===== config.mk =====
export PLATFORM = sky130hd
export DESIGN_NAME = gate_arbiter
export DESIGN_NICKNAME = d
export VERILOG_FILES = /design/src/rtl/gate_pkg.sv /design/src/rtl/gates.sv /design/src/rtl/rr_arbiter.sv /design/src/rtl/gate_arbiter.sv
export SDC_FILE = /design/constraint.sdc
export NUM_CORES = 1
export LEC_CHECK = 0
export CORE_MARGIN = 5
export CORE_UTILIZATION = 51
export DETAILED_ROUTE_END_ITERATION = 8
export PLACE_DENSITY = 0.84
export SYNTH_ARGS = -nofsm -noshare
export SYNTH_HDL_FRONTEND = slang
export SYNTH_SLANG_ARGS = --single-unit

===== constraint.sdc =====
create_clock -name clk -period 6.4 [get_ports clk]
set_input_delay 0.96 -clock clk [delete_from_list [all_inputs] [get_ports clk]]
set_output_delay 0.96 -clock clk [all_outputs]
set_load 0.02 [all_outputs]

===== src/rtl/gate_pkg.sv =====
// Shared types and constants for the gate arbiter slice.
package gate_pkg;

  localparam int unsigned DW       = 4;
  localparam int unsigned NREQ_DEF = 4;

  typedef enum logic [2:0] {
    OP_BUF  = 3'd0,
    OP_NOT  = 3'd1,
    OP_AND  = 3'd2,
    OP_NAND = 3'd3,
    OP_OR   = 3'd4,
    OP_NOR  = 3'd5,
    OP_XOR  = 3'd6,
    OP_XNOR = 3'd7
  } op_t;

endpackage


===== src/rtl/gates.sv =====
// Shared 4-bit logic unit: every gate function computed in parallel.
module gates
  import gate_pkg::*;
(
  input  logic [DW-1:0] a,
  input  logic [DW-1:0] b,
  output logic [DW-1:0] y_buf,
  output logic [DW-1:0] y_not,
  output logic [DW-1:0] y_and,
  output logic [DW-1:0] y_nand,
  output logic [DW-1:0] y_or,
  output logic [DW-1:0] y_nor,
  output logic [DW-1:0] y_xor,
  output logic [DW-1:0] y_xnor
);

  assign y_buf  = a;
  assign y_not  = ~a;
  assign y_and  = a & b;
  assign y_nand = ~(a & b);
  assign y_or   = a | b;
  assign y_nor  = ~(a | b);
  assign y_xor  = a ^ b;
  assign y_xnor = ~(a ^ b);

endmodule


===== src/rtl/rr_arbiter.sv =====
// Combinational round-robin picker: first requester at or after ptr wins.
module rr_arbiter #(
  parameter int unsigned NREQ = 4,
  parameter int unsigned IDW  = $clog2(NREQ)
) (
  input  logic [NREQ-1:0] req,
  input  logic [IDW-1:0]  ptr,
  input  logic            en,
  output logic [NREQ-1:0] gnt,
  output logic [IDW-1:0]  gnt_id
);

  logic found;
  int   idx;

  // Scan requesters in priority order starting at ptr, wrapping mod NREQ.
  always_comb begin
    gnt    = '0;
    gnt_id = '0;
    found  = 1'b0;
    idx    = 0;
    for (int k = 0; k < int'(NREQ); k++) begin
      idx = int'(ptr) + k;
      if (idx >= int'(NREQ)) idx = idx - int'(NREQ);
      if (en && !found && req[IDW'(idx)]) begin
        gnt[IDW'(idx)] = 1'b1;
        gnt_id         = IDW'(idx);
        found          = 1'b1;
      end
    end
  end

endmodule


===== src/rtl/gate_arbiter.sv =====
// Round-robin front end sharing one gates unit among NREQ requesters.
module gate_arbiter
  import gate_pkg::*;
#(
  parameter int unsigned NREQ = NREQ_DEF,
  parameter int unsigned IDW  = $clog2(NREQ)
) (
  input  logic                     clk,
  input  logic                     reset,
  input  logic [NREQ-1:0]          req_valid,
  input  logic [NREQ-1:0][2:0]     req_op,
  input  logic [NREQ-1:0][DW-1:0]  req_a,
  input  logic [NREQ-1:0][DW-1:0]  req_b,
  output logic [NREQ-1:0]          req_ready,
  output logic                     resp_valid,
  output logic [IDW-1:0]           resp_id,
  output logic [DW-1:0]            resp_y,
  input  logic                     resp_ready,
  output logic [15:0]              grant_cnt
);

  logic [IDW-1:0]  ptr;
  logic [IDW-1:0]  ptr_nxt;
  logic [NREQ-1:0] gnt;
  logic [IDW-1:0]  gnt_id;
  logic            granted;
  logic            stall;
  op_t             sel_op;
  logic [DW-1:0]   sel_a, sel_b;
  logic [DW-1:0]   y_buf, y_not, y_and, y_nand, y_or, y_nor, y_xor, y_xnor;
  logic [DW-1:0]   y_sel;

  // A held, unconsumed result blocks any new grant.
  assign stall     = resp_valid && !resp_ready;
  assign req_ready = gnt;
  assign granted   = |gnt;

  rr_arbiter #(
    .NREQ (NREQ),
    .IDW  (IDW)
  ) u_rr (
    .req    (req_valid),
    .ptr    (ptr),
    .en     (!stall),
    .gnt    (gnt),
    .gnt_id (gnt_id)
  );

  assign sel_op = op_t'(req_op[gnt_id]);
  assign sel_a  = req_a[gnt_id];
  assign sel_b  = req_b[gnt_id];

  gates u_gates (
    .a      (sel_a),
    .b      (sel_b),
    .y_buf  (y_buf),
    .y_not  (y_not),
    .y_and  (y_and),
    .y_nand (y_nand),
    .y_or   (y_or),
    .y_nor  (y_nor),
    .y_xor  (y_xor),
    .y_xnor (y_xnor)
  );

  // Pick the gates output matching the granted opcode.
  always_comb begin
    y_sel = y_buf;
    case (sel_op)
      OP_BUF:  y_sel = y_buf;
      OP_NOT:  y_sel = y_not;
      OP_AND:  y_sel = y_and;
      OP_NAND: y_sel = y_nand;
      OP_OR:   y_sel = y_or;
      OP_NOR:  y_sel = y_nor;
      OP_XOR:  y_sel = y_xor;
      OP_XNOR: y_sel = y_xnor;
      default: y_sel = y_buf;
    endcase
  end

  // Priority moves to the requester just after the winner.
  always_comb begin
    ptr_nxt = gnt_id + IDW'(1);
    if (gnt_id == IDW'(NREQ - 1)) ptr_nxt = '0;
  end

  // Result register, pointer and transaction counter.
  always_ff @(posedge clk or posedge reset) begin
    if (reset) begin
      ptr        <= '0;
      resp_valid <= 1'b0;
      resp_id    <= '0;
      resp_y     <= '0;
      grant_cnt  <= '0;
    end else if (granted) begin
      ptr        <= ptr_nxt;
      resp_valid <= 1'b1;
      resp_id    <= gnt_id;
      resp_y     <= y_sel;
      grant_cnt  <= grant_cnt + 16'd1;
    end else if (!stall) begin
      resp_valid <= 1'b0;
    end
  end

endmodule


==> flow_summary.yaml <==
status:
  status: "finished, final reports clean"
synth:
  yosysWarnings: 0
  synth_cells: 262
  syn_nets: 330
  yosysTopAreaCellShare_pct: 26.2
  synth.avg_cell_area_um2: 9.11
  ys_ff_latch: 25
  ys_seq_area_share_pct: 26.2
  yosys.area.top_type: "dfrtp_1"
  synth-edff-count: 0
  syn_area_mm2: 0.00239
  synthArstFlopShare_pct: 100
  synth_top_cells_by_area: "dfrtp_1, ha_1, nand2_1"
  synth-main-ff-cell: "dfrtp_1"
  ys_types: 66
place:
  dp_hpwl_um: 4730
  port_buffers: 77
  gp_congestion: 0.839
power:
  peakVddDrop_mv: 0.283
  p_per_area_mw_per_mm2: 550
  power.static_leakage_nw: 1.43
  fin_total_pwr_w: 0.00176
cells_and_area:
  area_growth_syn_to_layout_pct: 34.0
  final_nets: 400
  final_util_pct: 71.9
  drive_gt1_share_pct: 9.37
  diodes: 0
  fillers: 357
die:
  die_y_um: 78.4
  core_area_mm2: 0.00444
  start_util_pct: 53.7
  dieArea_mm2: 0.00615
  rows: 24
  ios: 78
  die_x_um: 78.4
route:
  viasPerCell: 5.76
  remaining_drc_errors: 0
  drt-total-wl_um: 5880
  drt-pass1-iter-count: 5
  drt_iter0_drc: 160
  drtAntennaViolNets: 0
  vias: 2206
  routedWlPerCell_um: 15.4
clocking:
  cts_root_buffer: "clkbuf_8"
  cts_resized: 0
  clockBufferDepth: 2
  clkTransAtPathRegs_ps: 90
  cts_buffers: 3
  holdBufCountCts: 0
  clock_latency_ps: 270
  cts_htree_levels: 1
  post-cts-setup-buffers: 0
  cts_tree: "built"
  cts_sinks: 25
sta:
  fin_setup_tns_ps: 0
  hold_viol_final: 0
  tightest_slew_ps: 899
  fin_skew_ps: 6.78
  fin_crit_ps: 4830
  whs_ps: 470
  slew_violations: 0
  post-route-period-util_pct: 75.5
  rsz0062_at_grt: "false"
  fmax_ghz: 0.207
  setup_viol: 0
  relSlewSlack_pct: 40.0
min_path:
  worstHoldPathCells: 1
  holdCritPathClass: "flop to flop"
worst_setup_path:
  cp-start-kind: "flop"
  worst-endpoint-arrival_ps: 3870
  cp_max_fo: 22
  rr_worst_depth: 12
  endpoint_kind: "primary output"
  critPathKind: "flop to primary output"
  required_ps: 5440
global_routing:
  grt_use_total_pct: 19.6
  grt_max_degree: 26
  grt-ovfl-total: 0
  antenna_found_initial: 0
  grt_pass1_vias: 2242
  grt_first_pass_wirelength_um: 10100
job:
  maxCapViolations: 0
report_power, final:
group | leakage, nW | switching (W) | internal, W
clock | 0.0255 | 0.0000474 | 0.0000435
combinational | 1.09 | 0.000758 | 0.000627
sequential | 0.316 | 0.0000678 | 0.000216
cell type report:
cell class / count / area, µm² / share of cell area, %
repair buffers: 78 / 778 / 24.3
well taps: 52 / 65.1 / 2.04
clock buffers: 3 / 41.3 / 1.29
inverters: 13 / 48.8 / 1.53
flip-flops and latches: 25 / 626 / 19.6
clock inverters: 1 / 5.00 / 0.157
multi-input cells: 211 / 1630 / 51.1
final timing paths:
kind                       slack (ps)           from       endpoint
setup / recovery                 1570         ptr[0]   req_ready[0]
hold / removal                    470  grant_cnt[15]  grant_cnt[15]
setup reg to reg                 1680         ptr[0]      resp_y[3]
hold reg to reg                   470  grant_cnt[15]  grant_cnt[15]
max in group asynchronous        4660          reset   grant_cnt[1]
min in group asynchronous        1180          reset  grant_cnt[11]
cells in the mapped netlist (4+ instances only):
library cell / count
nand2_1: 38
mux2_2: 6
dfrtp_1: 25
nor2_1: 8
buf_4: 4
mux2i_1: 14
xor2_1: 6
o21ai_0: 6
nand3_1: 17
ha_1: 17
o21ai_1: 5
inv_1: 13
xnor2_1: 10
a21oi_1: 5
buf_2: 5
and3_1: 6
state kept, by name (all words and copies together), names as in the netlist:
| signal | flops |
|---|---|
| resp_id | 2 |
| resp_y | 4 |
| ptr | 2 |
| resp_valid | 1 |
| grant_cnt | 16 |
cells in the final DEF, fill, tap and decap left out, types with 3 or more instances in the layout:
cell	Yosys	final
nand2_1	38	38
xnor2_1	10	10
dfrtp_1	25	25
clkdlybuf4s50_1	0	77
o21ai_1	5	5
o21ai_0	6	6
mux2i_1	14	14
mux2_2	6	6
clkbuf_8	0	3
nor2b_1	3	3
and3_1	6	6
o221a_1	3	3
nor3b_1	3	3
a221o_1	3	3
nor2_1	8	8
nor3_1	3	3
inv_1	13	13
o22ai_1	3	3
xor2_1	6	6
nand3_1	17	17
a21oi_1	5	5
o2111ai_1	3	3
ha_1	17	17
routing by layer:
| layer | GRT usage [%] | wire, µm | vias to the layer above |
|---|---|---|---|
| li1 | - | - | 1094 |
| met1 | 23.0 | 2370 | 1017 |
| met5 | 0 | 0 | - |
| met4 | 4.55 | 64 | 0 |
| met3 | 5.03 | 488 | 6 |
| met2 | 35.9 | 2960 | 89 |
per-stage QoR:
stage / setup WS (ps) / cells / instance area, µm²
3_5_place_dp: 1690 / 379 / 3150
5_1_grt: 1250 / 383 / 3200
3_3_place_gp: 1820 / 379 / 3150
2_1_floorplan: 2600 / 262 / 2390
6_report: 1570 / 383 / 3200
4_1_cts: 1570 / 383 / 3200
worst max-delay path: stages (launching register included):
cell and delay [ps]:
dfrtp_1 810, inv_1 230, ha_1 620, mux4_2 600, nor3_2 320, a222oi_1 180, o21ai_1 210, clkdlybuf4s50_1 640
cell families (layout without fill, tap and decap cells):
kind of cell | Yosys count | count (layout) | synth area share [%]
adder cells (fa/ha/maj) | 17 | 17 | 8.91
buffers and inverters | 26 | 95 | 5.61
AND/OR/NAND/NOR | 102 | 102 | 23.6
multiplexers | 24 | 24 | 11.7
XOR/XNOR | 16 | 16 | 5.87
AO/OA/AOI/OAI | 52 | 52 | 18.1
flip-flops | 25 | 25 | 26.2
(Power assumes the default switching activity.)
